--- config.mk ---
export PLATFORM = sky130hd
export DESIGN_NAME = fmul_wb_queue
export DESIGN_NICKNAME = d
export VERILOG_FILES = /design/src/rtl/fmul_wb_queue.sv
export SDC_FILE = /design/constraint.sdc
export NUM_CORES = 1
export LEC_CHECK = 0
export ABC_AREA = 1
export CAP_MARGIN = 20
export CORE_UTILIZATION = 60
export CTS_BUF_LIST = sky130_fd_sc_hd__clkbuf_8
export DETAILED_ROUTE_END_ITERATION = 8
export GPL_TIMING_DRIVEN = 0
export PLACE_DENSITY = 0.86
export SYNTH_ARGS = -nofsm -noshare
export SYNTH_HDL_FRONTEND = slang
export SYNTH_SLANG_ARGS = --single-unit
export TNS_END_PERCENT = 20
--- constraint.sdc ---
create_clock -name clk -period 9.8 [get_ports clk]
set_input_delay 2.94 -clock clk [delete_from_list [all_inputs] [get_ports clk]]
set_output_delay 2.94 -clock clk [all_outputs]
set_load 0.01 [all_outputs]
--- src/rtl/fmul_wb_queue.sv ---
// Write-back queue between the FP multiplier and the FP register-file write port.
// Holds products in order, drains them by valid/ready, and answers RAW-hazard tag probes.
module fmul_wb_queue #(
    parameter int DEPTH = 4,
    parameter int TAG_W = 5
) (
    input  logic                     clk,
    input  logic                     rstn,
    input  logic                     flush,
    input  logic                     in_valid,
    output logic                     in_ready,
    input  logic [31:0]              in_y,
    input  logic [TAG_W-1:0]         in_rd,
    output logic                     wb_valid,
    input  logic                     wb_ready,
    output logic [31:0]              wb_data,
    output logic [TAG_W-1:0]         wb_rd,
    output logic                     wb_zero,
    input  logic [TAG_W-1:0]         query_rd,
    output logic                     query_hit,
    output logic [$clog2(DEPTH):0]   count
);

    localparam int PW = $clog2(DEPTH);
    localparam logic [PW:0] CNT_FULL = (PW+1)'(DEPTH);

    logic [31:0]      mem_y  [DEPTH];
    logic [TAG_W-1:0] mem_rd [DEPTH];
    logic [DEPTH-1:0] vld;
    logic [PW-1:0]    wptr;
    logic [PW-1:0]    rptr;
    logic             push;
    logic             pop;

    assign in_ready = (count != CNT_FULL);
    assign wb_valid = (count != '0);

    // flush wins over any handshake in the same cycle
    assign push = in_valid && in_ready && !flush;
    assign pop  = wb_valid && wb_ready && !flush;

    always_ff @(posedge clk) begin
        if (!rstn) begin
            wptr  <= '0;
            rptr  <= '0;
            count <= '0;
            vld   <= '0;
        end else if (flush) begin
            wptr  <= '0;
            rptr  <= '0;
            count <= '0;
            vld   <= '0;
        end else begin
            if (push) begin
                wptr      <= wptr + PW'(1);
                vld[wptr] <= 1'b1;
            end
            if (pop) begin
                rptr      <= rptr + PW'(1);
                vld[rptr] <= 1'b0;
            end
            case ({push, pop})
                2'b10:   count <= count + 1'b1;
                2'b01:   count <= count - 1'b1;
                default: count <= count;
            endcase
        end
    end

    // Payload storage carries no reset; per-slot valid bits gate every use of it.
    always_ff @(posedge clk) begin
        if (rstn && push) begin
            mem_y[wptr]  <= in_y;
            mem_rd[wptr] <= in_rd;
        end
    end

    always_comb begin
        wb_data = '0;
        wb_rd   = '0;
        if (wb_valid) begin
            wb_data = mem_y[rptr];
            wb_rd   = mem_rd[rptr];
        end
        wb_zero = wb_valid && (wb_data[30:0] == 31'd0);
    end

    // Registered state only: an entry being pushed this cycle is not yet visible.
    always_comb begin
        query_hit = 1'b0;
        for (int i = 0; i < DEPTH; i++) begin
            if (vld[i] && (mem_rd[i] == query_rd))
                query_hit = 1'b1;
        end
    end

endmodule

Yosys cells after proc, flatten, opt, wreduce, memory -nomap -nowiden
Memories as Yosys holds them, arrays and structs flattened. A register that Yosys moved wholly into a read port is not among the register bits.
Index checks and enable logic that the tools add are counted.

storage, ports and cells
  latch bits = 0
  bits in read-only memories = 0
  bits in registers = 11
  RAM bits = 148
  memories kept = 2
  bits of input ports = 47
  output and inout bits = 44

memory list
  name    words  width  rd ports  clocked after memory_dff  wr ports  line  source
  mem_y   4      32     1         1                         1         27    logic [31:0] mem_y [DEPTH];
  mem_rd  4      5      5         1                         1         28    logic [TAG_W-1:0] mem_rd [DEPTH];

operators by class
  mux-type cells = 21
  equal/unequal tests = 7
  reduce and logical (&&, ||, !) cells = 17
  bitwise gates (word level) = 4
  div/mod/pow operators = 0
  add/subtract/negate cells = 4
  shifts and indexed selects = 0
  order comparisons = 4
  multiply operators = 0

operators by type and width
  kind                                                               number
  2-to-1 mux 32 bit                                                  1
  logical NOT 31 bit                                                 1
  == test 5 bit                                                      4
  2-to-1 mux 4 bit                                                   4
  logical AND 1 bit                                                  12
  2-to-1 mux 1 bit                                                   8
  2-to-1 mux 2 bit                                                   4
  < comparator 2 x 3 -> 1 bit, second input constant                 2
  case mux 3 bit (2 select lines)                                    1
  2-to-1 mux 5 bit                                                   1
  adder 2 x 1 -> 2 bit, second input constant                        2
  bitwise AND 4 bit                                                  1
  demux 1 bit (select 2 bit)                                         2
  greater-or-equal comparator 2 x 1 -> 1 bit, second input constant  2
  NOT 4 bit                                                          1
  bitwise OR 4 bit                                                   1
  adder 3 x 1 -> 3 bit, second input constant                        1
  != test 3 bit, second input constant                               1
  nonzero test 3 bit                                                 1
  subtractor 3 x 1 -> 3 bit, second input constant                   1
  == test 2 x 1 -> 1 bit, second input constant                      1
  == test 2 bit, second input constant                               1
  nonzero test 2 bit                                                 1
  OR reduction 2 bit                                                 1
  2 further kinds                                                    2

Logic depth before layout (Yosys ltp)
Gate-level depths: netlist of run 1.

  word-level depth = 10
  gate-level depth with buffers = 12
  mapped depth without buffers = 11

Worst setup path after synthesis of run 1
No wires, ideal clock.

  path kind = input to output
  start point = in query_rd[2]
  end point = out query_hit
  stages on the path = 6
  required time = 6860 ps
  setup slack = 3316 ps
  data arrival time = 3544 ps
  path buffers = 0
  cell sequence = inv_1 > nand2_1 > nand2_1 > nor4_1 > nand2_1 > nand3b_1

between the ends
  longest elaborated chain between the ends = 6

ends and longest elaborated chain
  element                         line  source
  start, declared                 19    input logic [TAG_W-1:0] query_rd,
  == test 5 bit                   92    if (vld[i] && (mem_rd[i] == query_rd))
  logical AND 1 bit               92
  2-to-1 mux 1 bit (3 in series)  92
  2-to-1 mux 1 bit *              92
  end, declared                   20    output logic query_hit,

Mark *: on every way between the ends. The rest lies on a longest branch, timed or not.

Worst setup path in the final report of run 1
  start point = in query_rd[4]
  end point = out query_hit

The elaborated chain is that of the path after synthesis.

==> results of run 1 <==
[worst max-delay path: stages]
cell	delay [ps]
clkdlybuf4s50_1	540
inv_1	120
nand2_1	70
nand2_1	50
nor4_1	300
nand2_1	90
nand3b_1	90
clkdlybuf4s50_1	530
[power by group]
| group | leakage, uW | internal (uW) | switching (uW) |
|---|---|---|---|
| logic | 0.00182 | 45.7 | 58.5 |
| registers | 0.00144 | 756 | 2.78 |
| clock network | 0.000178 | 177 | 250 |
[flip-flops by register name (all words and copies together), names as in the netlist, named ones only]
signal,cells
vld,4
count,3
mem_rd,20
rptr,2
mem_y,128
wptr,2
[worst paths after layout]
| check | start | end | depth (start not counted) | slack (ps) |
|---|---|---|---|---|
| worst max-delay path | query_rd[4] | query_hit | 8 | 2130 |
| worst min-delay path | vld[0] | vld[0] | 2 | 490 |
| worst max register to register | count[0] | mem_rd[3][4] | 7 | 7160 |
| worst min register to register | vld[0] | vld[0] | 2 | 490 |
[cells by family after synthesis]
group / Yosys count / synth area share (%)
AND/OR/NAND/NOR: 303 / 16.9
adder cells (fa/ha/maj): 10 / 1.86
XOR/XNOR: 3 / 0.368
flip-flops: 161 / 66.0
AO/OA/AOI/OAI: 107 / 8.07
buffers and inverters: 118 / 6.88
[routing by layer]
layer	wire [um]	share of wire [%]	up-vias	global-route usage, %
li1	-	-	2576	-
met1	6810	39	2587	38.8
met2	8790	50	334	50.3
met3	1650	9.3	48	7.11
met4	441	2.5	0	11.9
met5	0	0	-	0
[cell usage after synthesis, types with 2 or more instances]
| cell | count | area, um^2 |
|---|---|---|
| nand2_1 | 199 | 747 |
| edfxtp_1 | 148 | 4440 |
| inv_1 | 86 | 323 |
| nor2_1 | 58 | 218 |
| a21oi_1 | 47 | 235 |
| nand3_1 | 39 | 195 |
| o21ai_0 | 22 | 110 |
| o21ai_1 | 20 | 100 |
| dfxtp_1 | 13 | 260 |
| clkbuf_1 | 12 | 45.0 |
| buf_2 | 11 | 55.1 |
| ha_1 | 9 | 113 |
| o22ai_1 | 8 | 50.1 |
| a211oi_1 | 5 | 37.5 |
| a221oi_1 | 4 | 35.0 |
| buf_4 | 3 | 22.5 |
| buf_6 | 3 | 33.8 |
| and2_1 | 2 | 12.5 |
| inv_2 | 2 | 7.51 |
| nor3_1 | 2 | 10.0 |
| xor2_1 | 2 | 17.5 |
[cell type report]
cell class | instances | area share (%)
Inverter | 88 | 3.81
Buffer | 30 | 1.84
Timing Repair Buffer | 94 | 11.5
Sequential cell | 161 | 54.2
Clock buffer | 17 | 2.70
Multi-Input combinational cell | 423 | 22.7
Clock inverter | 15 | 1.27
Tap cell | 143 | 2.06
[stage by stage]
stage	hold slack (ps)	power, uW	setup slack (ps)	std cells
2_1_floorplan	443	818	3320	702
3_3_place_gp	468	871	2160	935
3_5_place_dp	487	877	2150	939
4_1_cts	496	1290	2140	971
5_1_grt	514	1330	2050	971
6_report	495	1290	2130	971
==> results.toml, run 1 <==
[run_status]
status = "complete, but fails checks"
failed_checks = "design-rule violations"

[die]
die_width_um = 111
chipHeight_um = 111
start_util_pct = 61.9
core_area_um2 = 11500
rows = 39
ios = 91
dieArea_um2 = 12300

[final_layout]
ff_latch_area_um2 = 4700
final_nets = 872
synthToLayoutAreaGrowth_pct = 21.7
drive_above_1_share_pct = 6.88
final_cell_mix = "nand2_1 (199), edfxtp_1 (148), clkdlybuf4s50_1 (90)"
multi_input_area_um2 = 1970
antenna_cells = 0
final_area_um2 = 8680
layout_commonest_cell = "nand2_1"
fillCellCount = 772
utilization_pct = 75.4

[sta]
worstMarginPinSlew_ps = 820
fin_setup_tns_ps = 0
slew_headroom_pct = 45.2
rsz0062_at_grt = "no"
fin_crit_sh_pct = 78.3
fin_worst_skew_ps = 9.14
finalCriticalPeriod_ps = 7670
clock.fmax_ghz = 0.130
hold_viol = 0
drv_slew = 0
finalSetupViolations = 0

[power]
peakVddDrop_uv = 183
powerDensity_nw_per_um2 = 149
p_leak_uw = 0.00343

[placement]
portBuffers = 90
placed_area_um2 = 8340
gp_congestion = 0.862
hpwl_um = 12100

[routing]
drt_iter0_drc = 546
detail-route-antenna-nets = 0
drc = 12
dr_total_vias = 5545
wl_per_cell_um = 18.2
vias_per_cell = 5.71
drt_first_pass_iters = 9
routed_wl_um = 17700

[logic_synthesis]
synth_nets = 759
synth_seq_cells = 161
synth.cell_area_um2 = 7130
yosysUniqueCellTypes = 28
synthArstFlopShare_pct = 0
ys_seq_area_share_pct = 66.0
avgSynthCellArea_um2 = 10.2
synth-warning-count = 0
synthCells = 702
synthFlopType = "edfxtp_1"
synth_edf_count = 148

[global_routing]
grt_pass1_wl_um = 27700
overflow = 0
antenna_found_initial = 0
gr-usage-all-layers_pct = 30.3
grt_pass1_vias = 5315
grt_max_degree = 28

[cts]
clk_pin_slew_ps = 70
cts_buffer_depth = 2
root_buffer = "clkbuf_8"
ctsHoldBuffers = 0
cts_resized = 0
cts.sinks = 161
post_cts_buffers = 0
clkLatencyLatePin_ps = 460
cts_tree = "yes"
htree_levels = 4
cts-buffers-inserted = 17

[worst_setup_path]
endpoint_kind = "output pin"
cp.required_ps = 6860
arrival_ps = 4730
critPathLaunchType = "primary input"
critical_path_class = "primary input to output pin"
cp_max_fo = 5

[hold_path]
hp-class = "flip-flop to flip-flop"

[job]
cap_violations = 0
No activity file was read; power rests on OpenSTA's default activity.
==> inputs of run 2 (changes only) <==
--- a/config.mk
+++ b/config.mk
@@ -7,11 +7,11 @@
 export LEC_CHECK = 0
 export ABC_AREA = 1
 export CAP_MARGIN = 20
-export CORE_UTILIZATION = 60
+export CORE_UTILIZATION = 57
 export CTS_BUF_LIST = sky130_fd_sc_hd__clkbuf_8
 export DETAILED_ROUTE_END_ITERATION = 8
 export GPL_TIMING_DRIVEN = 0
-export PLACE_DENSITY = 0.86
+export PLACE_DENSITY = 0.82
 export SYNTH_ARGS = -nofsm -noshare
 export SYNTH_HDL_FRONTEND = slang
 export SYNTH_SLANG_ARGS = --single-unit
==> constraint.sdc (replaced) <==
create_clock -name clk -period 7.36 [get_ports clk]
set_input_delay 2.208 -clock clk [delete_from_list [all_inputs] [get_ports clk]]
set_output_delay 2.208 -clock clk [all_outputs]
set_load 0.01 [all_outputs]
==> run 2 against run 1 <==
Net effect: the run now ends clean; via count rose by 0.76%; core utilization fell by 3.0 points; worst hold slack got worse by 7.0 ps; clock power rose by 58%; clock-buffer cell count did not move; sequential share of layout area fell by 0.50 points; critical path depth did not move; non-clock buffer count did not move; power rose by 42%; register-to-register slack got worse by 2200 ps; critical endpoint unchanged.
==> results.toml, run 2 (synthesis results as in run 1) <==
[run_status]
status = "complete, no violations"

[sta]
fin_setup_tns_ps = 0
fin_ws_ps = 1230
fin_worst_skew_ps = 8.00
rsz0062_at_grt = "no"
clock.fmax_ghz = 0.163
worstMarginPinSlew_ps = 729
slew_headroom_pct = 51.4
fin_crit_sh_pct = 83.3
hold_viol = 0
finalCriticalPeriod_ps = 6130
finalSetupViolations = 0
drv_slew = 0

[power]
peakVddDrop_uv = 151
p_leak_uw = 0.00345
powerDensity_nw_per_um2 = 208

[cts]
cts_resized = 0
cts_buffer_depth = 2
cts_tree = "yes"
clk_pin_slew_ps = 70
htree_levels = 4
clkLatencyLatePin_ps = 460
cts-buffers-inserted = 17
cts.sinks = 161
ctsHoldBuffers = 0
post_cts_buffers = 0
root_buffer = "clkbuf_8"

[final_layout]
final_area_um2 = 8760
drive_above_1_share_pct = 6.40
top_register = "mem_y"
final_cell_mix = "nand2_1 (199), edfxtp_1 (148), clkdlybuf4s50_1 (90)"
largest_registers = "mem_y: 128 flops, mem_rd: 20 flops, vld: 4 flops"
antenna_cells = 0
largest_reg_flops = 128
synthToLayoutAreaGrowth_pct = 22.9
layout_commonest_cell = "nand2_1"
final_nets = 872

[global_routing]
grt_pass1_vias = 5615
overflow = 0
antenna_found_initial = 0
grt_max_degree = 26
gr-usage-all-layers_pct = 29.7
grt_pass1_wl_um = 28200

[placement]
portBuffers = 90
hpwl_um = 12100
placed_area_um2 = 8350
gp_congestion = 0.868
dp_slack_ps = 1240

[die]
chipHeight_um = 114
dieArea_um2 = 13000
rows = 40
start_util_pct = 58.9
die_width_um = 114
ios = 91
core_area_um2 = 12100

[worst_setup_path]
arrival_ps = 3930
critPathLaunchType = "primary input"
cp.required_ps = 5150
cp_max_fo = 5
endpoint_kind = "output pin"
critical_path_class = "primary input to output pin"

[routing]
routed_wl_um = 18100
dr_total_vias = 5587
drc = 0
vias_per_cell = 5.61
drt_iter0_drc = 709
detail-route-antenna-nets = 0
wl_per_cell_um = 18.2
drt_first_pass_iters = 5

[hold_path]
hp-class = "flip-flop to flip-flop"

[job]
cap_violations = 0
[run 2: cell types whose count changed in the layout (fill, tap and decap cells not counted), sizes merged]
cell,previous run,this run
bufinv,0,4
inv,94,90
clkinv,7,6
clkinvlp,2,3
[run 2: final cells by class]
cell class | instances | area (um^2)
Buffer | 30 | 160
Clock inverter | 15 | 175
Inverter | 88 | 330
Sequential cell | 161 | 4700
Fill cell | 880 | 3350
Tap cell | 168 | 210
Clock buffer | 17 | 234
Timing Repair Buffer | 94 | 981
Multi-Input combinational cell | 423 | 1970
[run 2: path summary, 6_finish.rpt]
check | startpoint | to | slack, ps | depth (start not counted)
min reg2reg | vld[0] | vld[0] | 490 | 2
max | query_rd[4] | query_hit | 1230 | 8
max reg2reg | count[0] | mem_y[0][30] | 4960 | 7
min | vld[0] | vld[0] | 490 | 2
[run 2: metal layers]
layer | up-vias | track usage (%) | share of wire (%)
li1 | 2562 | - | -
met1 | 2636 | 36.3 | 39
met2 | 334 | 49.6 | 49
met3 | 55 | 6.91 | 9.0
met4 | 0 | 15.5 | 3.0
met5 | - | 0 | 0
[run 2: where the power goes]
group / switching (uW) / internal [uW] / leakage [uW] / total [uW]
logic: 78.0 / 60.5 / 0.00181 / 139
registers: 3.62 / 1010 / 0.00144 / 1010
clock network: 316 / 360 / 0.000204 / 676
total: 398 / 1430 / 0.00345 / 1830
[run 2: worst max-delay path, cell delays in order]
cell	delay, ps
clkdlybuf4s50_1	530
inv_1	110
nand2_1	70
nand2_1	50
nor4_1	260
nand2_1	70
nand3b_1	80
clkdlybuf4s50_1	530
[run 2: through the flow]
stage               std cells  hold slack, ps  power (uW)  util (%)
finish                    996             488        1830      72.3
global route              996             520        1870      72.3
CTS                       996             486        1820      72.3
detailed placement        964             477        1170      69.0
global placement          960             469        1160      68.1
floorplan                 702             443        1090         -
==> inputs of run 3 (changes only) <==
--- a/config.mk
+++ b/config.mk
@@ -7,11 +7,11 @@
 export LEC_CHECK = 0
 export ABC_AREA = 1
 export CAP_MARGIN = 20
-export CORE_UTILIZATION = 57
+export CORE_UTILIZATION = 52
 export CTS_BUF_LIST = sky130_fd_sc_hd__clkbuf_8
 export DETAILED_ROUTE_END_ITERATION = 8
 export GPL_TIMING_DRIVEN = 0
-export PLACE_DENSITY = 0.82
+export PLACE_DENSITY = 0.79
 export SYNTH_ARGS = -nofsm -noshare
 export SYNTH_HDL_FRONTEND = slang
 export SYNTH_SLANG_ARGS = --single-unit
==> constraint.sdc (replaced) <==
create_clock -name clk -period 5.3 [get_ports clk]
set_input_delay 1.59 -clock clk [delete_from_list [all_inputs] [get_ports clk]]
set_output_delay 1.59 -clock clk [all_outputs]
set_load 0.01 [all_outputs]
==> run 3 against run 2 <==
Net effect: combinational power is 39% higher; flip-flop and latch count stayed put; cell area is 0.59% higher; critical path depth stayed put; critical path type unchanged; non-clock buffer count stayed put.
==> results.toml, run 3 (synthesis results as in run 1) <==
[routing]
detail-route-antenna-nets = 0
drt_first_pass_iters = 5
drt_iter0_drc = 542
dr_total_vias = 5549
routed_wl_um = 18000
vias_per_cell = 5.53
wl_per_cell_um = 18.0
drc = 0

[sta]
fin_worst_skew_ps = 9.45
clock.fmax_ghz = 0.202
fin_setup_tns_ps = 0
slew_headroom_pct = 56.3
whs_ps = 484
hold_viol = 0
rsz0062_at_grt = "no"
worstMarginPinSlew_ps = 655
finalSetupViolations = 0
drv_slew = 0
finalCriticalPeriod_ps = 4950
fin_crit_sh_pct = 93.3

[cts]
cts.sinks = 161
cts_resized = 0
ctsHoldBuffers = 0
post_cts_buffers = 0
clkLatencyLatePin_ps = 450
cts_tree = "yes"
cts_buffer_depth = 2
htree_levels = 4
clk_pin_slew_ps = 80
root_buffer = "clkbuf_8"
cts-buffers-inserted = 17

[hold_path]
hold_end = "vld[1]"
holdPathStages = 2
hp-class = "flip-flop to flip-flop"
hp-start = "vld[1]"

[global_routing]
gr-usage-met2_pct = 44.1
antenna_found_initial = 0
grt.busiest_layer = "met2"
use_met1_pct = 32.5
gr-usage-all-layers_pct = 26.2
overflow = 0
grt_pass1_wl_um = 27400
use_met3_pct = 5.03
grt_pass1_vias = 5438
grt_max_degree = 29

[power]
powerDensity_nw_per_um2 = 294
p_int_uw = 2040
p_seq_share_pct = 54.1
power.switching_uw = 553
p_leak_uw = 0.00347
power_frac_clock_pct = 38.5
switching_share_pct = 21.3
peakVddDrop_uv = 186
p_comb_share_pct = 7.4

[placement]
portBuffers = 90
dp.cells = 972
gp_congestion = 0.900
hpwl_um = 12200

[worst_setup_path]
reg2reg_depth = 7
r2r-start = "count[0]"
cp.required_ps = 3710
arrival_ps = 3360
critPathLaunchType = "primary input"
critical_path_class = "primary input to output pin"
r2r_slack_ps = 2880
cp_max_fo = 6
endpoint_kind = "output pin"
r2r_end = "mem_y[3][10]"

[final_layout]
synthToLayoutAreaGrowth_pct = 23.6
final_nets = 872
largest_registers = "mem_y: 128 flops, mem_rd: 20 flops, vld: 4 flops"
layout_commonest_cell = "nand2_1"
largest_reg_flops = 128
fillCellCount = 977
final_cell_mix = "nand2_1 (199), edfxtp_1 (148), clkdlybuf4s50_1 (90)"
drive_above_1_share_pct = 6.88
ff_latch_area_um2 = 4700
multi_input_area_um2 = 1970
antenna_cells = 0
top_register = "mem_y"
fin_cells = 1004

[die]
dieArea_um2 = 14200
die_width_um = 119
rows = 42
start_util_pct = 53.6
core_area_um2 = 13300
chipHeight_um = 119
ios = 91

[job]
cap_violations = 0

[run_status]
status = "complete, no violations"
## run 3: cell types whose count changed in the layout (fill, tap and decap cells not counted)
cell / change
bufinv_16: +1
clkinv_4: +2
inv_1: -1
clkinv_1: -3
inv_6: +1
## run 3: layer usage
layer	vias to the layer above	wire length [um]	part of all wire (%)
met1	2627	7020	39
met4	0	570	3.2
met5	-	0	0
met3	50	1520	8.4
met2	303	8930	49
li1	2569	-	-
## run 3: stage by stage
step	total power, uW	setup WS (ps)	area, um^2	utilization [%]
6_report	2590	354	8810	66.3
5_1_grt	2660	296	8810	66.3
4_1_cts	2600	400	8810	66.3
3_5_place_dp	1620	405	8360	62.9
3_3_place_gp	1610	-546	8250	62.1
2_1_floorplan	1510	1270	7130	-
## run 3: worst max-delay path, stage by stage
cell and delay [ps]:
clkdlybuf4s50_1 500, inv_1 110, nand2_1 90, nand2_1 50, nor4_1 320, nand2_1 90, nand3b_1 90, clkdlybuf4s50_1 530
## run 3: area by class of cell
class	instances	area share, %
flip-flops and latches	161	53.4
repair buffers	94	11.1
well taps	176	2.50
multi-input cells	423	22.3
plain buffers	30	1.82
inverters	88	3.75
clock inverters	15	2.46
clock buffers	17	2.65
## run 3: worst max path at each step
| stage | slack [ps] | startpoint | end | depth (start not counted) |
|---|---|---|---|---|
| finish | 350 | query_rd[2] | query_hit | 8 |
| global route | 300 | query_rd[3] | query_hit | 8 |
| CTS | 400 | query_rd[2] | query_hit | 8 |
| detailed placement | 410 | query_rd[2] | query_hit | 8 |
| global placement | -550 | in_valid | mem_y[1][12] | 5 |
| floorplan | 1270 | in_valid | mem_rd[0][0] | 4 |
## run 3: power groups by stage
stage	logic, uW	clock network, uW	registers, uW
6_report	193	997	1400
5_1_grt	207	1050	1400
4_1_cts	191	1000	1400
3_5_place_dp	189	0	1430
3_3_place_gp	180	0	1430
2_1_floorplan	79.5	0	1430
